===== src/rtl/register_bank.sv =====
// Multi-port register bank: two combinational read ports with write-through bypass,
// one write port, a mirrored result entry and a sequenced clear of every entry.
module register_bank #(
   parameter int DATA_W     = 32,
   parameter int ADDR_W     = 4,
   parameter int RESULT_IDX = (2 ** ADDR_W) - 1,
   parameter int ZERO_REG   = 0
) (
   input  logic              clk,
   input  logic              rst_n,
   input  logic              wr_en,
   input  logic [ADDR_W-1:0] wr_addr,
   input  logic [DATA_W-1:0] wr_data,
   input  logic [ADDR_W-1:0] rd_addr_a,
   input  logic [ADDR_W-1:0] rd_addr_b,
   output logic [DATA_W-1:0] rd_data_a,
   output logic [DATA_W-1:0] rd_data_b,
   input  logic              clr_req,
   output logic              busy,
   output logic              clr_done,
   output logic              wr_ack,
   output logic [DATA_W-1:0] result
);

   localparam int DEPTH = 2 ** ADDR_W;
   localparam logic [ADDR_W-1:0] LAST_ADDR = ADDR_W'(DEPTH - 1);
   localparam logic [ADDR_W-1:0] RES_ADDR  = ADDR_W'(RESULT_IDX);
   localparam bit HAS_ZERO = (ZERO_REG != 0);

   typedef enum logic {
      ST_IDLE     = 1'b0,
      ST_CLEARING = 1'b1
   } state_t;

   state_t            state_q, state_d;
   logic [ADDR_W-1:0] ptr_q, ptr_d;
   logic              busy_q, busy_d;
   logic              clr_done_q, clr_done_d;
   logic              wr_ack_q, wr_ack_d;
   logic [DATA_W-1:0] mem_q [DEPTH];

   logic              mem_we_s;
   logic [ADDR_W-1:0] mem_waddr_s;
   logic [DATA_W-1:0] mem_wdata_s;
   logic              bypass_s;

   // Next-state logic: a clear request outranks a write, and the clear walks one entry per cycle
   always_comb begin
      state_d     = state_q;
      ptr_d       = ptr_q;
      busy_d      = busy_q;
      clr_done_d  = 1'b0;
      wr_ack_d    = 1'b0;
      mem_we_s    = 1'b0;
      mem_waddr_s = wr_addr;
      mem_wdata_s = wr_data;
      case (state_q)
         ST_IDLE: begin
            if (clr_req) begin
               state_d = ST_CLEARING;
               ptr_d   = '0;
               busy_d  = 1'b1;
            end else if (wr_en) begin
               wr_ack_d = 1'b1;
               mem_we_s = !(HAS_ZERO && (wr_addr == '0));
            end else begin
               wr_ack_d = 1'b0;
            end
         end
         ST_CLEARING: begin
            mem_we_s    = 1'b1;
            mem_waddr_s = ptr_q;
            mem_wdata_s = '0;
            ptr_d       = ptr_q + ADDR_W'(1);
            if (ptr_q == LAST_ADDR) begin
               state_d    = ST_IDLE;
               busy_d     = 1'b0;
               clr_done_d = 1'b1;
            end else begin
               state_d = ST_CLEARING;
            end
         end
         default: begin
            state_d = ST_IDLE;
            ptr_d   = '0;
            busy_d  = 1'b0;
         end
      endcase
   end

   // State, storage and registered status outputs; reset wipes the whole bank at once
   always_ff @(posedge clk or negedge rst_n) begin
      if (!rst_n) begin
         state_q    <= ST_IDLE;
         ptr_q      <= '0;
         busy_q     <= 1'b0;
         clr_done_q <= 1'b0;
         wr_ack_q   <= 1'b0;
         for (int i = 0; i < DEPTH; i++) begin
            mem_q[i] <= '0;
         end
      end else begin
         state_q    <= state_d;
         ptr_q      <= ptr_d;
         busy_q     <= busy_d;
         clr_done_q <= clr_done_d;
         wr_ack_q   <= wr_ack_d;
         if (mem_we_s) begin
            mem_q[mem_waddr_s] <= mem_wdata_s;
         end
      end
   end

   // Read ports: bypass only a write that will actually be stored this edge
   always_comb begin
      bypass_s = (state_q == ST_IDLE) && wr_en && !clr_req;
      if (HAS_ZERO && (rd_addr_a == '0)) begin
         rd_data_a = '0;
      end else if (bypass_s && (rd_addr_a == wr_addr)) begin
         rd_data_a = wr_data;
      end else begin
         rd_data_a = mem_q[rd_addr_a];
      end
      if (HAS_ZERO && (rd_addr_b == '0)) begin
         rd_data_b = '0;
      end else if (bypass_s && (rd_addr_b == wr_addr)) begin
         rd_data_b = wr_data;
      end else begin
         rd_data_b = mem_q[rd_addr_b];
      end
   end

   assign result   = (HAS_ZERO && (RES_ADDR == '0)) ? '0 : mem_q[RES_ADDR];
   assign busy     = busy_q;
   assign clr_done = clr_done_q;
   assign wr_ack   = wr_ack_q;

endmodule


===== config.mk =====
export PLATFORM = sky130hd
export DESIGN_NAME = register_bank
export DESIGN_NICKNAME = d
export VERILOG_FILES = /design/src/rtl/register_bank.sv
export SDC_FILE = /design/constraint.sdc
export NUM_CORES = 1
export LEC_CHECK = 0
export ABC_AREA = 1
export BUFFER_PORTS_ARGS = -buffer_cell sky130_fd_sc_hd__buf_2
export CAP_MARGIN = 20
export CORE_MARGIN = 3
export CORE_UTILIZATION = 60
export CTS_CLUSTER_SIZE = 25
export DETAILED_ROUTE_END_ITERATION = 7
export PLACE_DENSITY = 0.75
export SLEW_MARGIN = 20
export SYNTH_ARGS = -nofsm -noshare
export SYNTH_HDL_FRONTEND = slang
export SYNTH_SLANG_ARGS = --single-unit

===== constraint.sdc =====
create_clock -name clk -period 2.5 [get_ports clk]
set_input_delay 0.375 -clock clk [delete_from_list [all_inputs] [get_ports clk]]
set_output_delay 0.375 -clock clk [all_outputs]
set_load 0.02 [all_outputs]

; ---- Word level (Yosys, flattened, before mapping)
; Index checks and enable logic that the tools add are counted.
[word_totals]
regBits = 520
in_bits = 48
output_inout_bits = 99
wordCells = 69
[op_classes]
addsub = 1
magnitude_cmp = 4
eq_ne = 5
muxes = 27
bitwise = 4
reduce_logical = 7
[ops]
columns = op, count
row1 = $bwmux W512, 1
row2 = $bmux W32 S4, 2
row3 = $mux W32, 8
row4 = $demux W32 S4, 1
row5 = $ge A5 B5 Y1 const B, 3
row6 = $not A4 Y5, 3
row7 = $mux W1, 9
row8 = $eq A4 B4 Y1, 2
row9 = $mux W4, 2
row10 = $pmux W4 S2, 1
row11 = $pmux W1 S2, 3
row12 = $logic_and A1 B1 Y1, 5
row13 = $lt A5 B1 Y1 const B, 1
row14 = $add A4 B1 Y4 const B, 1
row15 = $eq A4 B4 Y1 const B, 1
row16 = $ne A2 B1 Y1 const B, 1
row17 = $ne A2 B2 Y1 const B, 1
row18 = $reduce_and A2 Y1, 1
row19 = $logic_not A1 Y1, 1
row20 = $not A1 Y1, 1

; ---- Depth between registers and ports, before layout
[logic_depth]
depth_word = 7
ltp_mapped = 12
depth_no_buf = 9

; ---- Worst setup path after synthesis
; No wires, ideal clock.
[synth_timing]
path_type = input port to output port
from = input rd_addr_a[0]
to = output rd_data_a[11]
arrival_time_ns = 1.726
required_ns = 2.125
path_slack_ns = 0.399
cell_stages = 12
path_cell_list = clkbuf_1 > inv_1 > clkbuf_1 > clkbuf_1 > nand2_1 > nand3_1 > nand3_1 > nand2_1 > nand2_1 > nand2_1 > nand2_1 > nand2_1
[synth_between]
elab_chain_len = 5
word_cells_on_any_way = 7
[synth_lines]
columns = item, line
row1 = from (decl), 14  ; input logic [ADDR_W-1:0] rd_addr_a,
row2 = $not A4 Y5 (not written as such), 122  ; rd_data_a = mem_q[rd_addr_a];
row3 = $bmux W32 S4, 122
row4 = $mux W32 (not written as such) (2 in a row), 122
row5 = $mux W32 (*), 119  ; end else if (bypass_s && (rd_addr_a == wr_addr)) begin
row6 = to (decl), 16  ; output logic [DATA_W-1:0] rd_data_a,
; Every way passes the cells marked *; elsewhere a longest branch is shown, timed or not. The select of a mux whose other input is x is not followed.

; ---- Worst setup path after layout
[layout_timing]
from = register state_q
to = output rd_data_a[16]
[layout_between]
elab_chain_len = 5
[layout_lines]
columns = item, line
row1 = from (decl), 35  ; state_t state_q, state_d;
row2 = from (signal assigned), 103  ; state_q <= state_d;
row3 = $not A1 Y1, n/a
row4 = $logic_and A1 B1 Y1 (2 in a row), 116  ; bypass_s = (state_q == ST_IDLE) && wr_en && !clr_req;
row5 = $logic_and A1 B1 Y1, 119
row6 = $mux W32, 119
; Every way passes these cells.

==> run summary <==
hold depth -> 3
power after layout -> 40.4 mW
initial drt markers -> 3542
Sink Count -> 520
Post-DP HPWL -> 60700 um
vias in the first global route -> 28729
RD Place Congestion -> 0.877
nets@finish -> 4405
Via density -> 6.13
CTS tree -> yes
synth unique cells -> 31
drt pass-1 iters -> 5
unrepaired setup endpoints after global routing -> true
aggregate global routing overflow -> 0
DR WL/cell -> 20.9 um
first-pass GRT wire length -> 164000 um
number of CTS-inserted buffers -> 56
hold slack -> 0.109 ns
IO Port Bufs -> 146
htree depth -> 2
Worst slew margin -> 0.559
synth top area cells -> dfrtp_1, nand2_1, nand3_1, a21oi_1, nor2_1
Mapped Avg Cell Area -> 6.78 um^2
Ys Warns -> 0
CP max stage cell -> dfrtp_1
R2R setup slack -> 0.14 ns
DIE HEIGHT -> 229 um
min setup slack post-route -> -0.0966 ns
Total Routing Usage GR -> 0.396
syn nets -> 4441
setup TNS -> -1.64 ns
Worst Reg2Reg Path Length in Cells -> 10
clock root cell -> clkbuf_16
CP startpoint -> state_q
largest net degree at the start of global routing -> 102
# diodes -> 0
worst setup path class -> reg -> out
layout cell share with drive strength beyond 1 -> 0.106
Boundary Pins -> 147
Crit path top cell by count -> buf_4
Initial Util -> 0.616
Worst-path clk slew -> 0.06 ns
failing checks -> negative setup slack
maximum fanout along the worst path -> 17
layout overhead on the synthesized area -> 14.0%
Die Span X -> 229 um
synthesized flop and latch total -> 520
post-synth top area share -> 0.437
Critical Path Start Type -> flip-flop
Peak VDD IR -> 0.693 mV
Worst EP arrival -> 2.22 ns
via count -> 30944
total core area -> 48300 um^2
FILL cells -> 4110
status -> finished, violations left
Fin. Hold Viols -> 0
WP data required -> 2.12 ns
Std-Cell Rows -> 80
DR DRC count -> 0
minimum clock period -> 2.60 ns
Worst-Margin Slew -> 0.659 ns
Tcrit/Tclk final -> 1.04
initial antenna violation count -> 0
Synth Cell Area -> 29800 um^2
CP peak stage delay -> 0.41 ns
Max Cap Viol -> 0
leakage power -> 16.1 nW
Worst-Skew Late Latency -> 0.61 ns
final wirelength -> 106000 um
post-synth top area cell -> dfrtp_1
Seq/Total Area, Yosys -> 0.437
hold crit path type -> in -> reg
Crit. End Element -> primary output
DIE AREA -> 52300 um^2
Finish-stage setup viols -> 60
Synth Instances -> 4392
Critical path destination -> rd_data_a[16]
Critical Path, Cell by Cell -> nor2_4, nand2_4, nor3_4, buf_4, buf_12, nand3_1, nand2_2, buf_4
worst r2r src -> state_q
Post-DRT Antenna Nets -> 0
worst r2r dst -> mem_q[341]
clock skew -> 0.0122 ns
pwr dens -> 1190 nW/um^2
max frequency -> 385 MHz
Pins Over Slew Limit -> 0
Clock Path Buffers -> 3
==> flip-flops by register name (all words and copies together), names as in the netlist <==
signal    count
mem_q       480
result       32
ptr_q         4
busy          1
clr_done      1
state_q       1
wr_ack        1
==> cells in the mapped netlist, drive strengths merged <==
library cell,number
nand2,1668
nand3,810
dfrtp,520
nor2,383
a21oi,361
clkbuf,236
buf,160
o21ai,158
inv,50
nand4,33
xor2,3
nor3,2
o22ai,2
a22o,1
a22oi,1
a31oi,1
ha,1
nand3b,1
xnor2,1
==> metal layers <==
metal  global-route usage  part of all wire  wire length (um)  vias up
met5                    0                 0                 0        -
met4                0.173             0.047              4940        0
met3               0.0946              0.13             13500      391
met2                0.603              0.44             46500     2033
met1                0.542              0.38             40500    14296
li1                     -                 -                 -    14224
==> layout make-up <==
| class | instances | area, um^2 | share of cell area |
|---|---|---|---|
| clock inverters | 15 | 155 | 0.00457 |
| well taps | 656 | 821 | 0.0242 |
| inverters | 50 | 215 | 0.00634 |
| clock buffers | 79 | 1570 | 0.0462 |
| repair buffers | 302 | 3080 | 0.0909 |
| multi-input cells | 3426 | 15100 | 0.444 |
| flip-flops and latches | 520 | 13000 | 0.383 |
==> kinds of logic (layout without fill, tap and decap cells) <==
kind of cell,after synthesis,after routing,share of synthesized area
buf+inv,446,446,0.0637
flops,520,520,0.437
simple gates,2897,2897,0.408
compound gates,524,524,0.0891
xor+xnor,4,4,0.00118
fa+ha+maj,1,1,0.000420
==> per-stage QoR <==
stage / instance area, um^2 / std cells / utilization / worst slack, ns
3_3_place_gp: 31600 / 4938 / 0.654 / 0.165
4_1_cts: 33600 / 5042 / 0.696 / -0.0430
6_report: 33900 / 5048 / 0.702 / -0.0966
5_1_grt: 33900 / 5048 / 0.702 / -0.148
3_5_place_dp: 31600 / 4938 / 0.654 / 0.167
2_1_floorplan: 29800 / 4392 / - / 0.399
==> worst min path at each step <==
stage | startpoint | end | slack, ns
2_1_floorplan | rst_n | busy | 0.08
3_3_place_gp | rst_n | ptr_q[3] | 0.29
3_5_place_dp | rst_n | wr_ack | 0.29
4_1_cts | wr_en | wr_ack | 0.06
5_1_grt | clr_req | busy | 0.12
6_report | clr_req | busy | 0.11
==> power breakdown <==
part	total, mW	internal [mW]	switching (mW)	leakage, nW
Clock	8.10	4.63	3.47	0.846
Sequential	15.7	12.5	3.11	6.49
Combinational	16.6	6.10	10.5	8.73
==> placed cells by master (no fill, tap or decap), types with 2 or more instances in the layout <==
cell        synthesis  final
buf_4              33     84
clkinvlp_4          0      2
nand4_1            33     33
inv_6               0      2
o22ai_1             2      2
a21oi_1           360    360
o21ai_0           151    151
nand3_2             4     13
nand2_2             5     31
buf_8               0      4
xor2_1              3      3
nor2_4             13     15
nand3_1           804    789
clkinv_2            0     12
inv_8               0      2
nand3_4             2      8
buf_2              79    110
clkbuf_8            0      6
buf_12              0     71
dfrtp_1           520    520
nand2_1          1663   1636
nor2_1            369    368
clkbuf_1          236     16
bufinv_16           0      3
o21ai_2             4      4
buf_6               0     29
inv_1              44     39
inv_2               6      5
o21ai_1             3      3
clkbuf_16           0     58
==> critical path, delay by kind of cell (launching register included) <==
kind	cells	cell delay (ns)
buffers and inverters	3	0.49
DFF	1	0.41
and+or+nand+nor	5	0.68
==> what timing repair did <==
item,CTS,global route
endpoints found under the setup margin,64,104
buffers inserted,7,5
hold endpoints to repair,33,0
gates resized for setup,48,66
gates cloned,2,1
hold buffers,1,0
pin swaps,5,11
Note: power is estimated with default switching activity, not from simulation.
